$ cat config.mk
export PLATFORM = sky130hd
export DESIGN_NAME = switch_port_arbiter
export DESIGN_NICKNAME = d
export VERILOG_FILES = /design/src/rtl/switch_port_arbiter.sv
export SDC_FILE = /design/constraint.sdc
export NUM_CORES = 1
export LEC_CHECK = 0
export ABC_AREA = 1
export CORE_MARGIN = 1.5
export CORE_UTILIZATION = 43
export CTS_BUF_LIST = sky130_fd_sc_hd__clkbuf_4 sky130_fd_sc_hd__clkbuf_8 sky130_fd_sc_hd__clkbuf_16
export DETAILED_ROUTE_END_ITERATION = 7
export GPL_TIMING_DRIVEN = 1
export PLACE_DENSITY = 0.8
export SYNTH_ARGS = -nofsm -noshare
export SYNTH_HDL_FRONTEND = slang
export SYNTH_SLANG_ARGS = --single-unit
$ cat constraint.sdc
create_clock -name FPGA_CLK -period 2.1 [get_ports FPGA_CLK]
set_input_delay 0.21 -clock FPGA_CLK [delete_from_list [all_inputs] [get_ports FPGA_CLK]]
set_output_delay 0.21 -clock FPGA_CLK [all_outputs]
set_load 0.01 [all_outputs]
$ cat src/rtl/switch_port_arbiter.sv
// Round-robin arbiter and frame sequencer feeding the L2 forwarding stage from four node queues.
// Optional ARB_DROP_SELF_EN: frames with dst==src are consumed and counted as drops, not forwarded.
module switch_port_arbiter #(
  parameter int unsigned FRAME_W    = 12,
  parameter int unsigned GAP_CYCLES = 2,
  parameter int unsigned CNT_W      = 8
) (
  input  logic                 FPGA_CLK,
  input  logic                 FPGA_RST_BTN,
  input  logic [3:0]           req_valid,
  input  logic [4*FRAME_W-1:0] req_frame,
  output logic [3:0]           req_ready,
  output logic                 out_valid,
  output logic [FRAME_W-1:0]   out_frame,
  output logic [1:0]           out_port,
  input  logic                 out_ready,
  output logic                 busy,
  output logic [CNT_W-1:0]     fwd_cnt,
  output logic [CNT_W-1:0]     drop_cnt
);

  localparam int unsigned GapW = (GAP_CYCLES > 1) ? $clog2(GAP_CYCLES) : 1;
  // Unreachable when GAP_CYCLES is 0: the GAP state is never entered.
  localparam logic [GapW-1:0] GapLast = GapW'(GAP_CYCLES - 1);

  typedef enum logic [1:0] {StIdle, StSend, StGap} state_e;

  state_e             state_q;
  logic [1:0]         rr_ptr_q;
  logic [GapW-1:0]    gap_cnt_q;
  logic [3:0]         req_ready_q;
  logic               out_valid_q;
  logic [FRAME_W-1:0] out_frame_q;
  logic [1:0]         out_port_q;
  logic               busy_q;
  logic [CNT_W-1:0]   fwd_cnt_q;
  logic [CNT_W-1:0]   drop_cnt_q;

  logic [1:0]         winner;
  logic [FRAME_W-1:0] win_frame;
  logic               is_self;

  // Scan from the highest offset down so the lowest offset from rr_ptr wins.
  always_comb begin
    winner = rr_ptr_q;
    for (int i = 3; i >= 0; i--) begin
      if (req_valid[rr_ptr_q + 2'(i)]) winner = rr_ptr_q + 2'(i);
    end
  end

  assign win_frame = req_frame[int'(winner)*FRAME_W +: FRAME_W];

`ifdef ARB_DROP_SELF_EN
  assign is_self = (win_frame[FRAME_W-1 -: 4] == win_frame[FRAME_W-5 -: 4]);
`else
  assign is_self = 1'b0;
`endif

  always_ff @(posedge FPGA_CLK or negedge FPGA_RST_BTN) begin
    if (!FPGA_RST_BTN) begin
      state_q     <= StIdle;
      rr_ptr_q    <= '0;
      gap_cnt_q   <= '0;
      req_ready_q <= '0;
      out_valid_q <= 1'b0;
      out_frame_q <= '0;
      out_port_q  <= '0;
      busy_q      <= 1'b0;
      fwd_cnt_q   <= '0;
      drop_cnt_q  <= '0;
    end else begin
      req_ready_q <= '0;
      case (state_q)
        StIdle: begin
          if (|req_valid) begin
            req_ready_q <= 4'b0001 << winner;
            rr_ptr_q    <= winner + 2'd1;
            out_frame_q <= win_frame;
            out_port_q  <= winner;
            gap_cnt_q   <= '0;
            if (is_self) begin
              drop_cnt_q <= drop_cnt_q + 1'b1;
              if (GAP_CYCLES > 0) begin
                state_q <= StGap;
                busy_q  <= 1'b1;
              end
            end else begin
              state_q     <= StSend;
              out_valid_q <= 1'b1;
              busy_q      <= 1'b1;
            end
          end
        end
        StSend: begin
          if (out_ready) begin
            fwd_cnt_q   <= fwd_cnt_q + 1'b1;
            out_valid_q <= 1'b0;
            gap_cnt_q   <= '0;
            if (GAP_CYCLES > 0) begin
              state_q <= StGap;
            end else begin
              state_q <= StIdle;
              busy_q  <= 1'b0;
            end
          end
        end
        StGap: begin
          if (gap_cnt_q == GapLast) begin
            state_q <= StIdle;
            busy_q  <= 1'b0;
          end else begin
            gap_cnt_q <= gap_cnt_q + 1'b1;
          end
        end
        default: begin
          state_q     <= StIdle;
          out_valid_q <= 1'b0;
          busy_q      <= 1'b0;
        end
      endcase
    end
  end

  assign req_ready = req_ready_q;
  assign out_valid = out_valid_q;
  assign out_frame = out_frame_q;
  assign out_port  = out_port_q;
  assign busy      = busy_q;
  assign fwd_cnt   = fwd_cnt_q;
  assign drop_cnt  = drop_cnt_q;

endmodule

==> results.ini, run 1 <==
[place]
gp_congestion=0.831
dpl-instance-area_um2=2970
portBuffers=82
dp_hpwl_um=4210

[timing]
setup_tns_ns=0
rsz0062_at_grt=false
min_period_over_period_pct=91.6
worst_clock_skew_ns=0.00797
setup_viol=0
finalMaxSlewViolations=0
max_freq_mhz=520
fin_crit_ns=1.92
finalHoldViolCount=0

[pwr]
cellLeakagePower_nw=1.48
p_total_mw=5.07
ir_worst_vdd_uv=990
pwr_density_cell_nw_per_um2=1640

[cts]
htreeDepth=2
path_clk_slew_ns=0.07
hold_buffers=0
clk_path_buf_depth=2
cts-root-buf=clkbuf_8
worstSkewPairLatency_ns=0.28
cts_tree=yes
clock_sink_count=33
cts_made_buffers=5

[route]
wl_per_cell_um=12.7
vias=2100
dr.pass1.iters=4
antenna_left=0
route.detailed.drc=0
drt_iter0_markers=140
wirelength_um=5450
via_per_inst=4.91

[synth]
synthCells=274
yosysWarningCount=0
syn_area_um2=2110
ys_types=31
synth_area_per_cell_um2=7.71
ys_seq_elements=33
yosysSeqAreaShare_pct=39.1

[setup_path]
crit_fanout=17
cp-start-kind=register
cp_common_cell=nand2_1
cp.arrival_ns=2.15
rrSetupSlack_ns=0.18
worstSetupEndpointType=register
slowest_delay_ns=0.46
timing.rr.end=out_frame[5]$_DFFE_PN0P_
cp_top_family=simple AND/OR/NAND/NOR gates
worst-path-buf-inv=2
cp_slowest_cell=dfrtp_1
worstSetupPathType=register to register
cp_cell_sequence=inv_2 -> nand2_1 -> nand2_1 -> nand2_1 -> nand2_1 -> nand2_2 -> nand2_4 -> nand2_2 -> nand2_4 -> buf_4 -> nand3_1 -> nand3_1 -> nand3_1 -> nand2_1
cp.required_ns=2.32
r2r_cells=14
worstReg2RegStart=rr_ptr_q[1]$_DFFE_PN0P_

[global_routing]
antenna_found_initial=0
grt_pass1_vias=2059
grt-ovfl-total=0
grt_pass1_wl_um=9020
grt.total_usage_pct=21.9
grt_max_degree=34

[die]
core_um2=4720
die_w_um=73.1
ios=91
die_area_um2=5340
die_y_um=73.1
row_count=25
initial_core_util_pct=44.7

[layout]
area.sequential_um2=827
syn2layout_area_growth_pct=46.1
final_nets=419
most-common-layout-cells=clkdlybuf4s50_1, nand2_1, nand3_1
diodes=0
nFillCells=389
final_common_cell=clkdlybuf4s50_1
layout-drive-gt1-share_pct=11.9
final_area_um2=3090
multi_input_area_um2=1060

[outcome]
status=complete, no violations

[min_path]
hold_path.class=input port to async pin

[run]
cap_violations=0

worst register-to-register path, stage by stage (launching register included):
cell,delay [ns]
dfrtp_1,0.46
inv_2,0.14
nand2_1,0.07
nand2_1,0.08
nand2_1,0.08
nand2_1,0.09
nand2_2,0.07
nand2_4,0.07
nand2_2,0.06
nand2_4,0.13
buf_4,0.25
nand3_1,0.12
nand3_1,0.11
nand3_1,0.08
nand2_1,0.06
worst max path at each step:
stage                                       start                        end  cells after the start
final                     rr_ptr_q[1]$_DFFE_PN0P_   out_frame[5]$_DFFE_PN0P_                     14
after global routing      rr_ptr_q[0]$_DFFE_PN0P_    rr_ptr_q[1]$_DFFE_PN0P_                     13
after CTS                 rr_ptr_q[0]$_DFFE_PN0P_   out_frame[5]$_DFFE_PN0P_                     13
after detailed placement             req_valid[1]   out_frame[3]$_DFFE_PN0P_                     13
after global placement               req_valid[1]  out_frame[10]$_DFFE_PN0P_                     13
after floorplan           rr_ptr_q[0]$_DFFE_PN0P_   out_frame[3]$_DFFE_PN0P_                     16
where the power goes:
group / leakage (nW) / switching [mW] / internal (mW)
logic: 1.01 / 1.90 / 1.38
registers: 0.411 / 0.225 / 0.937
clock network: 0.0619 / 0.228 / 0.400
cells in the mapped netlist, drive strengths merged:
library cell / number / area, µm²
xnor2: 2 / 17.5
nor2: 6 / 22.5
o211ai: 2 / 15.0
nand2: 89 / 398
nor3b: 1 / 7.51
o21ai: 10 / 50.0
nand3: 72 / 378
nor3: 1 / 5.00
conb: 1 / 3.75
a21oi: 1 / 8.76
mux2: 1 / 11.3
dfrtp: 33 / 826
clkbuf: 1 / 3.75
inv: 24 / 97.6
ha: 4 / 50.1
xor2: 5 / 43.8
nand3b: 1 / 7.51
nor4: 1 / 6.26
or2: 1 / 6.26
buf: 18 / 155
timing repair:
action | CTS | global route
endpoints found under the setup margin | 0 | 17
hold endpoints to repair | 0 | 0
setup buffers | 0 | 0
gates resized for setup | 0 | 1
final cells by class:
type	instances	share of cell area, %
Inverter	24	3.16
Tap cell	67	2.72
Timing Repair Buffer	91	29.2
Clock inverter	1	0.973
Sequential cell	33	26.8
Clock buffer	7	2.92
Multi-Input combinational cell	205	34.3
flip-flops by register name, indices dropped and copies added (netlist names):
name and cells:
req_ready 4, out_valid 1, state_q 2, rr_ptr_q 2
out_port 2, out_frame 12, gap_cnt_q 1, busy 1
fwd_cnt 8
stage by stage:
step	hold WS (ns)	setup WS [ns]	std cells	utilization, %
6_report	0.313	0.177	428	65.4
2_1_floorplan	-0.0856	0.460	281	-
3_5_place_dp	0.471	0.0200	420	62.8
3_3_place_gp	0.462	0.0993	420	62.8
4_1_cts	0.328	0.106	428	65.3
5_1_grt	0.355	0.00820	428	65.4
logic make-up (layout without fill, tap and decap cells):
kind of cell / count (synthesis) / in the layout / synth area share, %
xor gates and xnor gates: 7 / 7 / 2.90
AOI/OAI and AO/OA: 13 / 13 / 3.49
adders and majority gates: 4 / 4 / 2.37
other: 1 / 8 / 0.177
DFF: 33 / 33 / 39.1
buffers and inverters: 43 / 123 / 12.1
muxes: 1 / 1 / 0.533
and+or+nand+nor: 172 / 172 / 39.3
routing by layer:
metal  vias up  wire (µm)  share of wire (%)  track usage, %
li1       1043          -                  -               -
met1       937       2240                 41            26.1
met2       100       2660                 49            36.8
met3        20        339                6.2            3.45
met4         0        202                3.7            13.4
met5         -          0                  0               0
Note: power is estimated with default switching activity, not from simulation.
==> inputs of run 2 (changes only) <==
CAP_MARGIN = 20   (was unset)
CORE_UTILIZATION = 30   (was 43)
PLACE_DENSITY = 0.59   (was 0.8)
==> results.ini, run 2 (synthesis gave the netlist of run 1 again) <==
[timing]
max_freq_mhz=534
worst_clock_skew_ns=0.00354
min_period_over_period_pct=89.2
finalMaxSlewViolations=0
setup_viol=0
rsz0062_at_grt=false
fin_crit_ns=1.87
setup_tns_ns=0
finalHoldViolCount=0

[setup_path]
rrSetupSlack_ns=0.23
crit_fanout=14
timing.rr.end=out_frame[6]$_DFFE_PN0P_
cp-start-kind=register
worstReg2RegStart=rr_ptr_q[0]$_DFFE_PN0P_
r2r_cells=12
cp.arrival_ns=2.05
cp.required_ns=2.28
worstSetupEndpointType=register
worstSetupPathType=register to register

[cts]
clock_sink_count=33
hold_buffers=0
cts_made_buffers=5
htreeDepth=2
cts-root-buf=clkbuf_8
worstSkewPairLatency_ns=0.28
path_clk_slew_ns=0.07
clk_path_buf_depth=2
post-cts-setup-buffers=0
cts_tree=yes

[layout]
syn2layout_area_growth_pct=45.9
diodes=0
final_nets=420
final_common_cell=clkdlybuf4s50_1
multi_input_area_um2=1060
area.sequential_um2=827
most-common-layout-cells=clkdlybuf4s50_1, nand2_1, nand3_1
largest_reg_flops=12
postLayoutCoreUtil_pct=45.4
final_cell_count_no_fill=456
layout-drive-gt1-share_pct=11.7
final_area_um2=3080
nFillCells=707

[place]
portBuffers=82
dpl-instance-area_um2=3010
dp_hpwl_um=4210
dp_cells=450
gp_congestion=0.775

[global_routing]
grt_pass1_wl_um=8930
grt_max_degree=34
grt.total_usage_pct=15.1
grt-ovfl-total=0
grt_pass1_vias=1904
antenna_found_initial=0

[outcome]
status=complete, no violations

[die]
row_count=30
die_area_um2=7560
initial_core_util_pct=31.1
die_w_um=86.9
ios=91
die_y_um=86.9
core_um2=6790

[route]
drt_iter0_markers=101
route.detailed.drc=0
wl_per_cell_um=12.1
dr.pass1.iters=4
vias=2058
wirelength_um=5510
via_per_inst=4.51
antenna_left=0

[pwr]
cellLeakagePower_nw=1.46
ir_worst_vdd_uv=502
pwr_density_cell_nw_per_um2=1590

[min_path]
hold_path.class=input port to async pin

[run]
cap_violations=0

-- run 2: cell types whose count changed in the layout (fill, tap and decap cells not counted) --
| cell | before | now |
|---|---|---|
| buf_4 | 8 | 9 |
| bufinv_16 | 1 | 0 |
| clkinv_2 | 0 | 1 |
| clkbuf_4 | 1 | 0 |
| clkbuf_8 | 6 | 5 |
-- run 2: timing repair --
item / CTS / global route
endpoints found under the hold margin: 0 / 0
setup endpoints to repair: 0 / 11
resized for setup: 0 / 1
-- run 2: metrics by stage --
step / hold slack (ns) / setup WS [ns] / power [mW]
after floorplan: -0.0856 / 0.460 / 3.50
after global placement: 0.459 / 0.0880 / 4.46
after detailed placement: 0.465 / 0.0829 / 4.49
after CTS: 0.352 / 0.124 / 4.95
after global routing: 0.373 / 0.0702 / 5.39
final: 0.335 / 0.227 / 4.90
-- run 2: layer usage --
layer / global-route usage (%) / wire length (µm)
met1: 20.8 / 2610
met2: 24.0 / 2520
met3: 2.94 / 311
met4: 4.55 / 74
met5: 0 / 0
-- run 2: final cells by class --
cell class	instances	share of cell area [%]
tap	96	3.89
inverter	24	3.16
multi-input combinational	205	34.3
clock buffer	5	2.23
timing repair buffer	92	29.5
sequential	33	26.8
clock inverter	1	0.162
-- run 2: worst max-delay path by stage --
stage / start / endpoint / slack (ns) / depth (start not counted)
2_1_floorplan: rr_ptr_q[0]$_DFFE_PN0P_ / out_frame[3]$_DFFE_PN0P_ / 0.46 / 16
3_5_place_dp: req_valid[1] / rr_ptr_q[1]$_DFFE_PN0P_ / 0.08 / 13
4_1_cts: rr_ptr_q[0]$_DFFE_PN0P_ / out_frame[6]$_DFFE_PN0P_ / 0.12 / 11
6_report: rr_ptr_q[0]$_DFFE_PN0P_ / out_frame[6]$_DFFE_PN0P_ / 0.23 / 12
3_3_place_gp: req_valid[1] / out_frame[6]$_DFFE_PN0P_ / 0.09 / 13
5_1_grt: rr_ptr_q[0]$_DFFE_PN0P_ / out_frame[9]$_DFFE_PN0P_ / 0.07 / 12
-- run 2: critical path, cell delays in order (launching register included) --
cell and delay [ns]:
dfrtp_2 0.51, inv_8 0.11, nand2_1 0.05, nand2_1 0.07, nand2_1 0.08, nand3_1 0.07
nand3_1 0.06, nand3_1 0.08, nand2_2 0.05, inv_1 0.33, nand3_1 0.20, nand3_1 0.10
nand2_1 0.05
-- run 2: power breakdown --
| part | leakage [nW] | total, mW | switching (mW) | internal (mW) |
|---|---|---|---|---|
| registers | 0.411 | 1.16 | 0.219 | 0.937 |
| clock network | 0.0399 | 0.442 | 0.224 | 0.218 |
| logic | 1.01 | 3.30 | 1.89 | 1.41 |
==> inputs of run 3 (changes only) <==
CORE_ASPECT_RATIO = 1.2   (was unset)
PLACE_DENSITY = 0.58   (was 0.59)
REMOVE_ABC_BUFFERS = 1   (was unset)
==> results.ini, run 3 (synthesis gave the netlist of run 1 again) <==
[setup_path]
worstSetupPathType=register to register
worstReg2RegStart=rr_ptr_q[0]$_DFFE_PN0P_
rrSetupSlack_ns=0.28
endpoint=out_frame[0]$_DFFE_PN0P_
r2r_cells=13
crit_fanout=14
cp-start-kind=register
cp.arrival_ns=2.00
worstSetupEndpointType=register
timing.rr.end=out_frame[0]$_DFFE_PN0P_
critPathLaunch=rr_ptr_q[0]$_DFFE_PN0P_
cp.required_ns=2.28

[place]
gp_congestion=0.853
dp_cells=440
dpl-instance-area_um2=2990
dp_hpwl_um=4200
portBuffers=82

[route]
dr.pass1.iters=5
wirelength_um=5400
route.detailed.drc=0
vias=2060
antenna_left=0
via_per_inst=4.61
drt_iter0_markers=86
wl_per_cell_um=12.1

[cts]
cts_made_buffers=5
cts_tree=yes
htreeDepth=2
clk_path_buf_depth=2
path_clk_slew_ns=0.07
worstSkewPairLatency_ns=0.28
post-cts-setup-buffers=0
clock_sink_count=33
cts-root-buf=clkbuf_8

[pwr]
p_total_mw=4.94
ir_worst_vdd_uv=512
cellLeakagePower_nw=1.46
pwr_density_cell_nw_per_um2=1610

[run]
cap_violations=0

[die]
die_y_um=94.9
die_w_um=79.6
core_um2=6810
row_count=33
initial_core_util_pct=31.0
die_area_um2=7560
ios=91

[global_routing]
grt-ovfl-total=0
grt_max_degree=34
grt_pass1_wl_um=8960
grt_pass1_vias=2030
antenna_found_initial=0
grt.total_usage_pct=15.1

[timing]
max_freq_mhz=549
setup_tns_ns=0
worst_hold_slack_ns=-0.0101
worst_slew_pin_slew_ns=0.748
finalMaxSlewViolations=0
worst_clock_skew_ns=0.00709
finalHoldViolCount=16
slew_headroom_pct=50.2
min_period_over_period_pct=86.7
setup_viol=0
fin_crit_ns=1.82
rsz0062_at_grt=false

[layout]
final_cell_count_no_fill=447
final_area_um2=3080
nFillCells=685
syn2layout_area_growth_pct=45.6
layout-drive-gt1-share_pct=11.9
diodes=0
final_nets=419
largest_reg_flops=12
postLayoutCoreUtil_pct=45.2
most-common-layout-cells=clkdlybuf4s50_1, nand2_1, nand3_1
final_common_cell=clkdlybuf4s50_1

[outcome]
status=complete, but fails checks
violations=negative hold slack

[min_path]
hold_path.class=input port to async pin

-- run 3: repair_timing --
item                       CTS  global route
hold buffers                 0             0
setup endpoints to repair    0             8
resized for setup            0             1
-- run 3: critical path: stages, from the launching register on --
cell and delay, ns:
dfrtp_2 0.50, inv_8 0.11, nand2_1 0.05, nand2_1 0.08, nand2_1 0.08, nand3_1 0.07, nand3_1 0.06, nand3_1 0.09
nand2_2 0.13, inv_1 0.08, buf_4 0.20, nand3_1 0.11, nand3_1 0.10, nand2_1 0.06
-- run 3: layout make-up --
| cell class | count | area, µm² | share of cell area [%] |
|---|---|---|---|
| Multi-Input combinational cell | 205 | 1060 | 34.4 |
| Timing Repair Buffer | 91 | 896 | 29.1 |
| Sequential cell | 33 | 827 | 26.9 |
| Tap cell | 87 | 109 | 3.54 |
| Inverter | 24 | 97.6 | 3.17 |
| Clock buffer | 7 | 90.1 | 2.93 |
-- run 3: power by group --
group          total (mW)  internal [mW]  switching (mW)  leakage (nW)
logic                3.28           1.42            1.86          1.00
registers            1.16          0.937           0.223         0.411
clock network       0.500          0.273           0.227        0.0477
-- run 3: worst min path at each step --
stage,cells past startpoint,from,to
after detailed placement,1,FPGA_RST_BTN,out_valid$_DFFE_PN0P_
after floorplan,0,FPGA_RST_BTN,busy$_DFFE_PN0P_
after CTS,1,FPGA_RST_BTN,rr_ptr_q[1]$_DFFE_PN0P_
after global routing,1,FPGA_RST_BTN,out_valid$_DFFE_PN0P_
after global placement,1,FPGA_RST_BTN,gap_cnt_q$_DFFE_PN0P_
final,1,FPGA_RST_BTN,out_valid$_DFFE_PN0P_
-- run 3: layer usage --
layer	share of wire, %	track usage [%]
met4	1.2	5.56
met2	51	27.0
met3	6.3	3.77
met5	0	0
met1	42	17.2
-- run 3: metrics by stage --
| step | setup WS, ns | hold WS, ns |
|---|---|---|
| detailed placement | 0.117 | 0.344 |
| CTS | 0.172 | 0.0330 |
| floorplan | 0.0378 | -0.0856 |
| finish | 0.279 | -0.0101 |
| global route | 0.0520 | 0.0623 |
| global placement | 0.136 | 0.325 |
